### config.mk
export PLATFORM = sky130hd
export DESIGN_NAME = maxnet_feeder
export DESIGN_NICKNAME = d
export VERILOG_FILES = /design/src/rtl/maxnet_feeder.sv
export SDC_FILE = /design/constraint.sdc
export NUM_CORES = 1
export LEC_CHECK = 0
export ABC_AREA = 1
export CAP_MARGIN = 10
export CORE_MARGIN = 2
export CORE_UTILIZATION = 45
export DETAILED_ROUTE_END_ITERATION = 10
export GPL_TIMING_DRIVEN = 0
export PLACE_DENSITY = 0.9
export SLEW_MARGIN = 20
export SYNTH_ARGS = -nofsm -noshare
export SYNTH_HDL_FRONTEND = slang
export SYNTH_SLANG_ARGS = --single-unit
### constraint.sdc
create_clock -name clk -period 1.8 [get_ports clk]
set_input_delay 0.36 -clock clk [delete_from_list [all_inputs] [get_ports clk]]
set_output_delay 0.36 -clock clk [all_outputs]
set_load 0.05 [all_outputs]
### src/rtl/maxnet_feeder.sv
// Upstream sequencer for the Maxnet core: loads epsilon and a1..a4 from
// a word stream, pulses start, waits for finish, returns the result.
//
// Ports:
//   clk, rst          clock, synchronous active-high reset
//   s_valid/s_ready   input word handshake, s_data = epsilon, a1..a4
//   mx_start          one-cycle start pulse to the core
//   mx_epsilon, mx_a* held operands (negative activations clamped to +0)
//   mx_finish, mx_out core finish level and result
//   r_valid/r_ready   result handshake, r_data = mx_out or 0 on timeout
//   r_timeout         job abandoned after TIMEOUT_CYCLES in WAIT
//   r_clamped         an activation of this job was clamped
module maxnet_feeder #(
  parameter int TIMEOUT_CYCLES = 4096,
  parameter int CNT_W          = 16
) (
  input  logic        clk,
  input  logic        rst,
  input  logic        s_valid,
  output logic        s_ready,
  input  logic [31:0] s_data,
  output logic        mx_start,
  output logic [31:0] mx_epsilon,
  output logic [31:0] mx_a1,
  output logic [31:0] mx_a2,
  output logic [31:0] mx_a3,
  output logic [31:0] mx_a4,
  input  logic        mx_finish,
  input  logic [31:0] mx_out,
  output logic        r_valid,
  input  logic        r_ready,
  output logic [31:0] r_data,
  output logic        r_timeout,
  output logic        r_clamped
);

  typedef enum logic [1:0] {
    LOAD,
    START,
    WAIT,
    RESULT
  } state_t;

  state_t           state_q;
  state_t           state_d;
  logic [2:0]       idx_q;
  logic             clamp_q;
  logic             finish_q;
  logic [CNT_W-1:0] cnt_q;

  logic             s_fire;
  logic             r_fire;
  logic             last_word;
  logic             edge_seen;
  logic             time_up;
  logic             neg;
  logic [31:0]      act_word;

  assign s_ready   = (state_q == LOAD);
  assign r_valid   = (state_q == RESULT);
  assign s_fire    = s_valid & s_ready;
  assign r_fire    = r_valid & r_ready;
  assign last_word = (idx_q == 3'd4);
  // finish_q resets high so a finish left high by an
  // abandoned core job is never taken as a new edge.
  assign edge_seen = mx_finish & ~finish_q;
  assign time_up   = (cnt_q == CNT_W'(TIMEOUT_CYCLES - 1));
  // Sign bit set on an activation (including -0) clamps to +0.
  assign neg       = s_data[31] && (idx_q != 3'd0);
  assign act_word  = neg ? 32'h0 : s_data;

  always_comb begin
    state_d = state_q;
    unique case (state_q)
      LOAD:   if (s_fire && last_word) state_d = START;
      START:  state_d = WAIT;
      WAIT:   if (edge_seen || time_up) state_d = RESULT;
      RESULT: if (r_fire) state_d = LOAD;
      default: state_d = LOAD;
    endcase
  end

  always_ff @(posedge clk) begin
    if (rst) begin
      state_q    <= LOAD;
      idx_q      <= 3'd0;
      clamp_q    <= 1'b0;
      finish_q   <= 1'b1;
      cnt_q      <= '0;
      mx_start   <= 1'b0;
      mx_epsilon <= 32'h0;
      mx_a1      <= 32'h0;
      mx_a2      <= 32'h0;
      mx_a3      <= 32'h0;
      mx_a4      <= 32'h0;
      r_data     <= 32'h0;
      r_timeout  <= 1'b0;
      r_clamped  <= 1'b0;
    end else begin
      state_q  <= state_d;
      finish_q <= mx_finish;
      mx_start <= s_fire && last_word;

      if (s_fire) begin
        idx_q <= last_word ? 3'd0 : idx_q + 3'd1;
        if (idx_q == 3'd0) clamp_q <= 1'b0;
        else if (neg) clamp_q <= 1'b1;
        unique case (1'b1)
          (idx_q == 3'd0): mx_epsilon <= s_data;
          (idx_q == 3'd1): mx_a1 <= act_word;
          (idx_q == 3'd2): mx_a2 <= act_word;
          (idx_q == 3'd3): mx_a3 <= act_word;
          default:         mx_a4 <= act_word;
        endcase
      end

      if (state_q == START) cnt_q <= '0;

      // A finish edge beats a simultaneous timeout.
      if (state_q == WAIT) begin
        if (edge_seen) begin
          r_data    <= mx_out;
          r_timeout <= 1'b0;
          r_clamped <= clamp_q;
        end else if (time_up) begin
          r_data    <= 32'h0;
          r_timeout <= 1'b1;
          r_clamped <= clamp_q;
        end else begin
          cnt_q <= cnt_q + 1'b1;
        end
      end
    end
  end

endmodule

==> metrics.md <==
| Metric | Value |
|---|---|
| Core area | `18,000 um^2` |
| Main combinational cell family by area after synthesis | `compound AO/OA/AOI/OAI gates` |
| Worst-Margin Slew | `0.687 ns` |
| Status | `completed` |
| Syn_area_per_cell | `7.93 um^2` |
| Deepest clock path buffer count | `3` |
| WP data arrival | `between 1 and 1.5 ns` |
| Worst VDD drop | `roughly 0.0011 V` |
| Critical path's top delay family | `buffers and inverters` |
| Height of the die | `roughly 140 um` |
| Startpoint types | `flop` |
| Buffer and inverter count on the worst path | `1` |
| Routed Antenna Nets | `0` |
| Ports | `~270` |
| Avg WL per Cell | `between 15 and 20 um` |
| Fillers | `about 1,500` |
| Mux cell area share after synthesis | `0%` |
| Tot Pwr | `approximately 18,000 uW` |
| Max Slew Vio Count | `0` |
| GRT Overall Usage | `approximately 28%` |
| Delay of the slowest critical-path stage | `approximately 0.55 ns` |
| P_leak | `between 0.005 and 0.006 uW` |
| Critical Path RT | `roughly 1.4 ns` |
| Die Area | `19,400 um^2` |
| Synth Area in Compound Gates | `23.3%` |
| H-tree levels | `1` |
| Post-synth cell types | `26` |
| Cells after Synth | `a little over 1,000` |
| Vias in the first global route | `approximately 8,400` |
| CTS tree | `done` |
| Row cnt | `just under 50` |
| Dominant synthesized flop cell | `dfxtp_1` |
| Post-Route WL | `29.0 mm` |
| CP max FO | `2` |
| First-pass DRT Iterations | `5` |
| Post-Synth Adder-Cell Area | `~1.5%` |
| Grt ovf | `0` |
| Via/cell ratio | `between 5 and 6` |
| Synth Net Count | `1,117` |
| Post-layout min period | `about 1.8 ns` |
| Worst Hold Class | `in2reg` |
| Synth async-reset ratio | `0%` |
| Layout cells sized above 1 | `a little over an eighth` |
| Number of flops mapped to enable cells by yosys | `0` |
| Initial antenna violation count | `1` |
| Initial Util | `45.8%` |
| Starting DRT DRC Count | `660` |
| Final period util | `about 100%` |
| Post-Syn Area | `between 8000 and 9000 um^2` |
| Inserted Clock Buffers | `23` |
| Simple-gate share of the synthesized area | `a little over an eighth` |
| GP Congestion | `just over 0.9` |
| Finished Layout Cells | `~1,600` |
| Largest net degree at the start of global routing | `15` |
| Nets@finish | `approximately 1,400` |
| Count leader, synth | `dfxtp_1` |
| Fmax | `approximately 560 MHz` |
| DP HPWL | `just over 20 mm` |
| Final hold vios | `0` |
| Final core area utilization | `between 60% and 70%` |
| Clock latency on the worst-skew pair | `roughly 0.51 ns` |
| Clock slew at reported path FFs | `roughly 0.07 ns` |
| Global-route wire length before repair | `between 40 and 50 mm` |
| Slowest stage cell, crit path | `dlygate4sd2_1` |
| Yosys reg bits | `between 200 and 250` |
| Post-synthesis xor/xnor area fraction | `0%` |
| Biggest area consumer among synthesized cells | `dfxtp_1` |
| Clock skew | `~0.024 ns` |
| Root buf cell | `clkbuf_16` |
| Ant. Diodes | `0` |
| Synth warn | `0` |
| Top cell type's share of synthesized area | `a little over half` |
| Post-synth top cells | `218 x dfxtp_1, 205 x a21oi_1, 137 x o21ai_0, 103 x nand2_1, 86 x nor2_1` |
| Placed cell count | `about 1,500` |
| Rel. slew slack | `54.2%` |
| PD cells | `1500 nW/um^2` |
| Crit-path cells | `dlygate4sd2_1` |
| Max-cap violations | `0` |
| Area Overhead vs Synth | `44.7%` |
| Die width | `approximately 140 um` |
| Crit end category | `output pin` |
| Vias | `about 8,600` |
| # port buffers | `264` |
| CP Class | `reg2out` |
| Unrepaired setup endpoints after global routing | `true` |
| Post-route DRC | `0` |
| Seq/Total Area, Yosys | `53.0%` |
| Synth top area cells | `dfxtp_1 53%, a21oi_1 12%, o21ai_0 8.3%` |
| Sink Count | `218` |
| # setup viols final | `0` |
## cell usage in the layout (no fill, tap or decap), types with 6 or more instances in the layout
cell               n
clkbuf_1          25
inv_2             40
clkbuf_16         23
inv_1             62
dlygate4sd2_1    148
dfxtp_1          213
nand2_1          101
buf_4             10
a21oi_1          205
clkdlybuf4s50_1   67
o21ai_0          137
clkdlybuf4s15_1   31
nor2_1            80
clkbuf_2          23
nand3_1           42
nor2_2             7
nand4_1            7
buf_6             13
o21ai_1           35
nor2_4             6
buf_2             14
ha_1               7
clkbuf_4           7
clkbuf_8           8
## final timing paths
check	from	to	slack (ns)	cells after the start
setup / recovery	mx_a4[6]	mx_a4[6]	0.004	1
setup reg to reg	state_q[0]	mx_a3[14]	0.06	8
hold reg to reg	mx_a4[31]	mx_a4[31]	0.44	2
hold / removal	rst	cnt_q[12]	0.33	4
## area by class of cell
cell class | count | area (um^2) | share of cell area, %
Tap cell | 229 | 287 | 2.40
Multi-Input combinational cell | 647 | 3200 | 26.9
Sequential cell | 218 | 4370 | 36.7
Clock buffer | 31 | 686 | 5.75
Clock inverter | 11 | 101 | 0.851
Inverter | 103 | 392 | 3.29
Timing Repair Buffer | 271 | 2450 | 20.6
Buffer | 71 | 425 | 3.57
## where the power goes
part           switching (uW)  total [uW]  internal [uW]
combinational            5110        6980           1860
sequential                466        6070           5600
clock                    2010        4850           2840
## timing repair
| action | CTS | global route |
|---|---|---|
| pin swaps | 1 | 5 |
| hold buffers | 0 | 0 |
| endpoints found under the setup margin | 341 | 248 |
| setup buffers | 0 | 7 |
| cloned | 1 | 0 |
| gates resized for setup | 241 | 94 |
## per-stage QoR
stage | worst slack, ns | hold WS (ns) | TNS [ns] | instance area (um^2)
floorplan | 0.0973 | 0.441 | 0 | 8230
global placement | -0.303 | 0.427 | -37.34 | 11200
detailed placement | -0.357 | 0.444 | -44.43 | 11200
CTS | 0.000680 | 0.309 | 0 | 11800
global route | -0.0243 | 0.347 | -0.0547 | 11900
finish | 0.00424 | 0.332 | 0 | 11900
## routing by layer
layer	track usage (%)	part of all wire, %	routed length (um)	vias up
li1	-	-	-	4038
met1	33.5	38	11100	4032
met2	49.6	48	14000	491
met3	9.05	11	3070	77
met4	9.09	2.9	828	2
met5	0	0.045	13	-
## cells by family after synthesis
family / after synthesis
adders and majority gates: 10
DFF: 218
AOI/OAI and AO/OA: 381
buffers and inverters: 174
and+or+nand+nor: 255
## sequential cells by signal (all words and copies together) (netlist names)
signal and cells:
mx_a1 32, mx_a2 32, mx_a3 32, mx_a4 32
mx_epsilon 32, r_data 32, cnt_q 16, idx_q 3
state_q 2, clamp_q 1, finish_q 1, mx_start 1
r_clamped 1, r_timeout 1
No activity file was read; power rests on OpenSTA's default activity.
==> variant 1 (same flow settings) <==
Put one more register stage on the output `r_timeout`, cleared by the reset. The value now appears one clock later. The other outputs are not delayed to match. Comments in the files are not updated.
--- a/src/rtl/maxnet_feeder.sv
+++ b/src/rtl/maxnet_feeder.sv
@@ -41,4 +41,6 @@
     RESULT
   } state_t;
+
+  logic r_timeout_s0;
 
   state_t           state_q;
@@ -95,5 +97,5 @@
       mx_a4      <= 32'h0;
       r_data     <= 32'h0;
-      r_timeout  <= 1'b0;
+      r_timeout_s0 <= 1'b0;
       r_clamped  <= 1'b0;
     end else begin
@@ -121,9 +123,9 @@
         if (edge_seen) begin
           r_data    <= mx_out;
-          r_timeout <= 1'b0;
+          r_timeout_s0 <= 1'b0;
           r_clamped <= clamp_q;
         end else if (time_up) begin
           r_data    <= 32'h0;
-          r_timeout <= 1'b1;
+          r_timeout_s0 <= 1'b1;
           r_clamped <= clamp_q;
         end else begin
@@ -134,4 +136,12 @@
   end
 
+  always_ff @(posedge clk) begin
+    if (rst) begin
+      r_timeout <= '0;
+    end else begin
+      r_timeout <= r_timeout_s0;
+    end
+  end
+
 endmodule
 
Behaviour: same outputs for any inputs over 4 cycles, from zero or initial values and one cycle with rst high; that may be too few to reach the edited logic, so the function may still have changed.
==> variant 1 against the original RTL <==
- sequential cell count increased by 1
- via count increased by 0.58%
- power increased by 0.77%
- combinational power increased by 3.2%
- design area increased by 1.6%
- synthesized area increased by 0.47%
- worst setup slack improved by 12 ps
- critical path type unchanged
- register-to-register slack got worse by 20 ps
- maximum frequency increased by 0.68%
- clock power decreased by 3%
- sequential share of layout area decreased by 0.36 points
- routed wire length increased by 3.0%
- largest cell class unchanged
==> variant 1: results <==
group,metric,value,unit
drt,via_per_inst,5.459,
pwr,power_density,1490,nW/um^2
pwr,ir_drop,0.9372,mV
global_routing,use_met2,50.64,%
synth,synthTopCellsByArea,"dfxtp_1 53%, a21oi_1 11%, o21ai_0 9.9%",
setup_path,r2r_setup_slack,40,ps
timing,clock_skew,9.921,ps
global_routing,grt_antenna_before_repair,0,
global_routing,grt_max_degree,14,
drt,wirelength,29910,um
pwr,comb_power,7200,uW
setup_path,cpPeakStageDelay,580,ps
place,dpl-instance-area,11200,sq um
pwr,power_leakage,0.005642,uW
setup_path,crit_arrival,1420,ps
global_routing,grt_pass1_wl,45260,um
timing,tightest_slew,587.1,ps
drt,via_count,8690,
global_routing,grt_pass1_vias,8404,
place,place_ws,-514.1,ps
pwr,p_clk_share,26.2,%
drt,dr.pass1.iters,6,
final_layout,n_fill_cell,1464,
drt,wl_met1,11540,um
place,routabilityCongestion,0.9019,
final_layout,drive_gt1_share,11.45,%
place,dp_cells,1536,
status,status,"completed",
synth,synth_fa_ha_area_share,1.513,%
clocking,htree_levels,1,
pwr,p_int,10400,uW
synth,yosysUniqueCellTypes,29,
timing,period_needed,1784,ps
drt,wl_met2,14510,um
final_layout,num-nets-final,1427,
place,dp_hpwl,20770,um
synth,synth_cells,1043,
run,cap_violations,0,
drt,routed.top_layer,"met4",
synth,syn-num-nets,1122,
synth,synth_common_cells,"219 x dfxtp_1, 188 x a21oi_1, 163 x o21ai_0",
drt,wl_met3,2959,um
drt,drt-initial-drc-count,630,
timing,hold_ws,425.5,ps
global_routing,grt_usage,28.84,%
synth,synth_compound_area_share,23.39,%
synth,synth_seq_area_share,53.01,%
global_routing,grtUsageMet3,8.637,%
global_routing,use_met1,33.65,%
variant 1: path summary, 6_finish.rpt:
kind,depth (start not counted),start,endpoint
max,1,mx_a1[21],mx_a1[21]
min,3,s_data[28],mx_epsilon[28]
max reg2reg,12,idx_q[1],mx_a4[18]
min reg2reg,2,r_timeout_s0,r_timeout
variant 1: layout make-up:
type / count / area [sq um] / share of cell area (%)
sequential: 219 / 4394 / 36.31
multi-input combinational: 646 / 3261 / 26.95
timing repair buffer: 280 / 2572 / 21.26
clock buffer: 34 / 686.9 / 5.677
buffer: 70 / 431.7 / 3.567
inverter: 108 / 407.9 / 3.371
tap: 229 / 286.5 / 2.368
clock inverter: 6 / 60.06 / 0.4963
variant 1: what timing repair did:
action,4_1_cts,5_1_grt
gates cloned,0,2
pin swaps,4,3
gates resized for setup,246,94
setup buffers,8,6
setup endpoints to repair,368,231
==> variant 2 (same flow settings) <==
Without the edit above. Change the parameter `TIMEOUT_CYCLES` from 4096 to 2048.
--- a/src/rtl/maxnet_feeder.sv
+++ b/src/rtl/maxnet_feeder.sv
@@ -12,5 +12,5 @@
 //   r_clamped         an activation of this job was clamped
 module maxnet_feeder #(
-  parameter int TIMEOUT_CYCLES = 4096,
+  parameter int TIMEOUT_CYCLES = 2048,
   parameter int CNT_W          = 16
 ) (
Check against the original RTL: no difference found for any inputs over 4 cycles, from zero or initial values and one cycle with rst high; that may be too few to reach the edited logic, so the function may still have changed.
==> variant 2 against the original RTL <==
- routed wire length grew 4.5%
- die area grew 2.0%
- design area grew 1.7%
- maximum frequency is essentially flat
- sequential cell count is the same
- synthesized area grew 2.0%
- via count grew 1.5%
- worst setup slack lost 1.5 ps
- power grew 0.35%
- critical endpoint is now mx_a4[0]
- largest cell class unchanged
==> variant 2: results <==
group,metric,value,unit
status,status,"completed",
timing,period_needed,1797,ps
place,dp_hpwl,21200,um
setup_path,r2r_setup_slack,40,ps
hold_path,hold_depth,3,
global_routing,use_met1,33.08,%
clocking,cts_root_buffer,"clkbuf_16",
final_layout,num-nets-final,1415,
synth,synth_seq_area_share,51.97,%
pwr,ir_drop,0.9955,mV
drt,wirelength,30360,um
final_layout,n_fill_cell,1467,
synth,yosysUniqueCellTypes,32,
global_routing,grt_usage,29.27,%
drt,wl_met2,14490,um
place,routabilityCongestion,0.9232,
place,dpl-instance-area,11330,sq um
synth,synth_common_cells,"218 x dfxtp_1, 175 x a21oi_1, 129 x o21ai_0",
final_layout,drive_gt1_share,13.02,%
place,dp_cells,1530,
synth,synth_fa_ha_area_share,1.490,%
pwr,p_int,10320,uW
drt,routed.top_layer,"met4",
drt,wl_met3,3645,um
synth,avgSynthCellArea,8.098,sq um
drt,drt-initial-drc-count,674,
timing,maxSlewHeadroom,46.79,%
pwr,power_density,1481,nW/um^2
global_routing,use_met2,51.32,%
global_routing,grt_pass1_wl,46430,um
global_routing,grt_antenna_before_repair,0,
place,place_ws,-387.8,ps
setup_path,slowest_stage,"clkdlybuf4s15_1",
pwr,power_leakage,0.005593,uW
global_routing,grtUsageMet3,9.511,%
drt,wl_met1,11110,um
synth,synth_compound_area_share,24.49,%
global_routing,grt_pass1_vias,8623,
synth,synthTopCellsByArea,"dfxtp_1 52%, a21oi_1 10%, o21ai_0 7.7%",
timing,clock_skew,14.97,ps
synth,syn-num-nets,1116,
## variant 2: cell types whose count changed after synthesis, sizes merged, moves of 2 or more
cell    unedited run  this run
clkinv             2         0
nand3b             3         1
inv              101       108
nand2            106       102
buf               35        31
nor2              92        87
clkbuf            36        39
nand3             44        47
## variant 2: layout make-up
cell class                 count  area share [%]
tap                          229           2.364
inverter                     108           3.469
multi-input combinational    641           27.51
timing repair buffer         274           20.72
clock buffer                  29           5.182
clock inverter                12          0.9601
sequential                   218           36.06
buffer                        70           3.737
## variant 2: timing repair
item	4_1_cts	5_1_grt
cloned	0	2
setup endpoints to repair	375	225
gates resized for setup	257	77
setup buffers	4	4
pin swaps	2	6
## variant 2: worst paths after layout
check	start	end
max	mx_a4[0]	mx_a4[0]
min reg2reg	mx_a4[31]	mx_a4[31]
max reg2reg	idx_q[0]	mx_epsilon[8]
min	mx_out[24]	r_data[24]
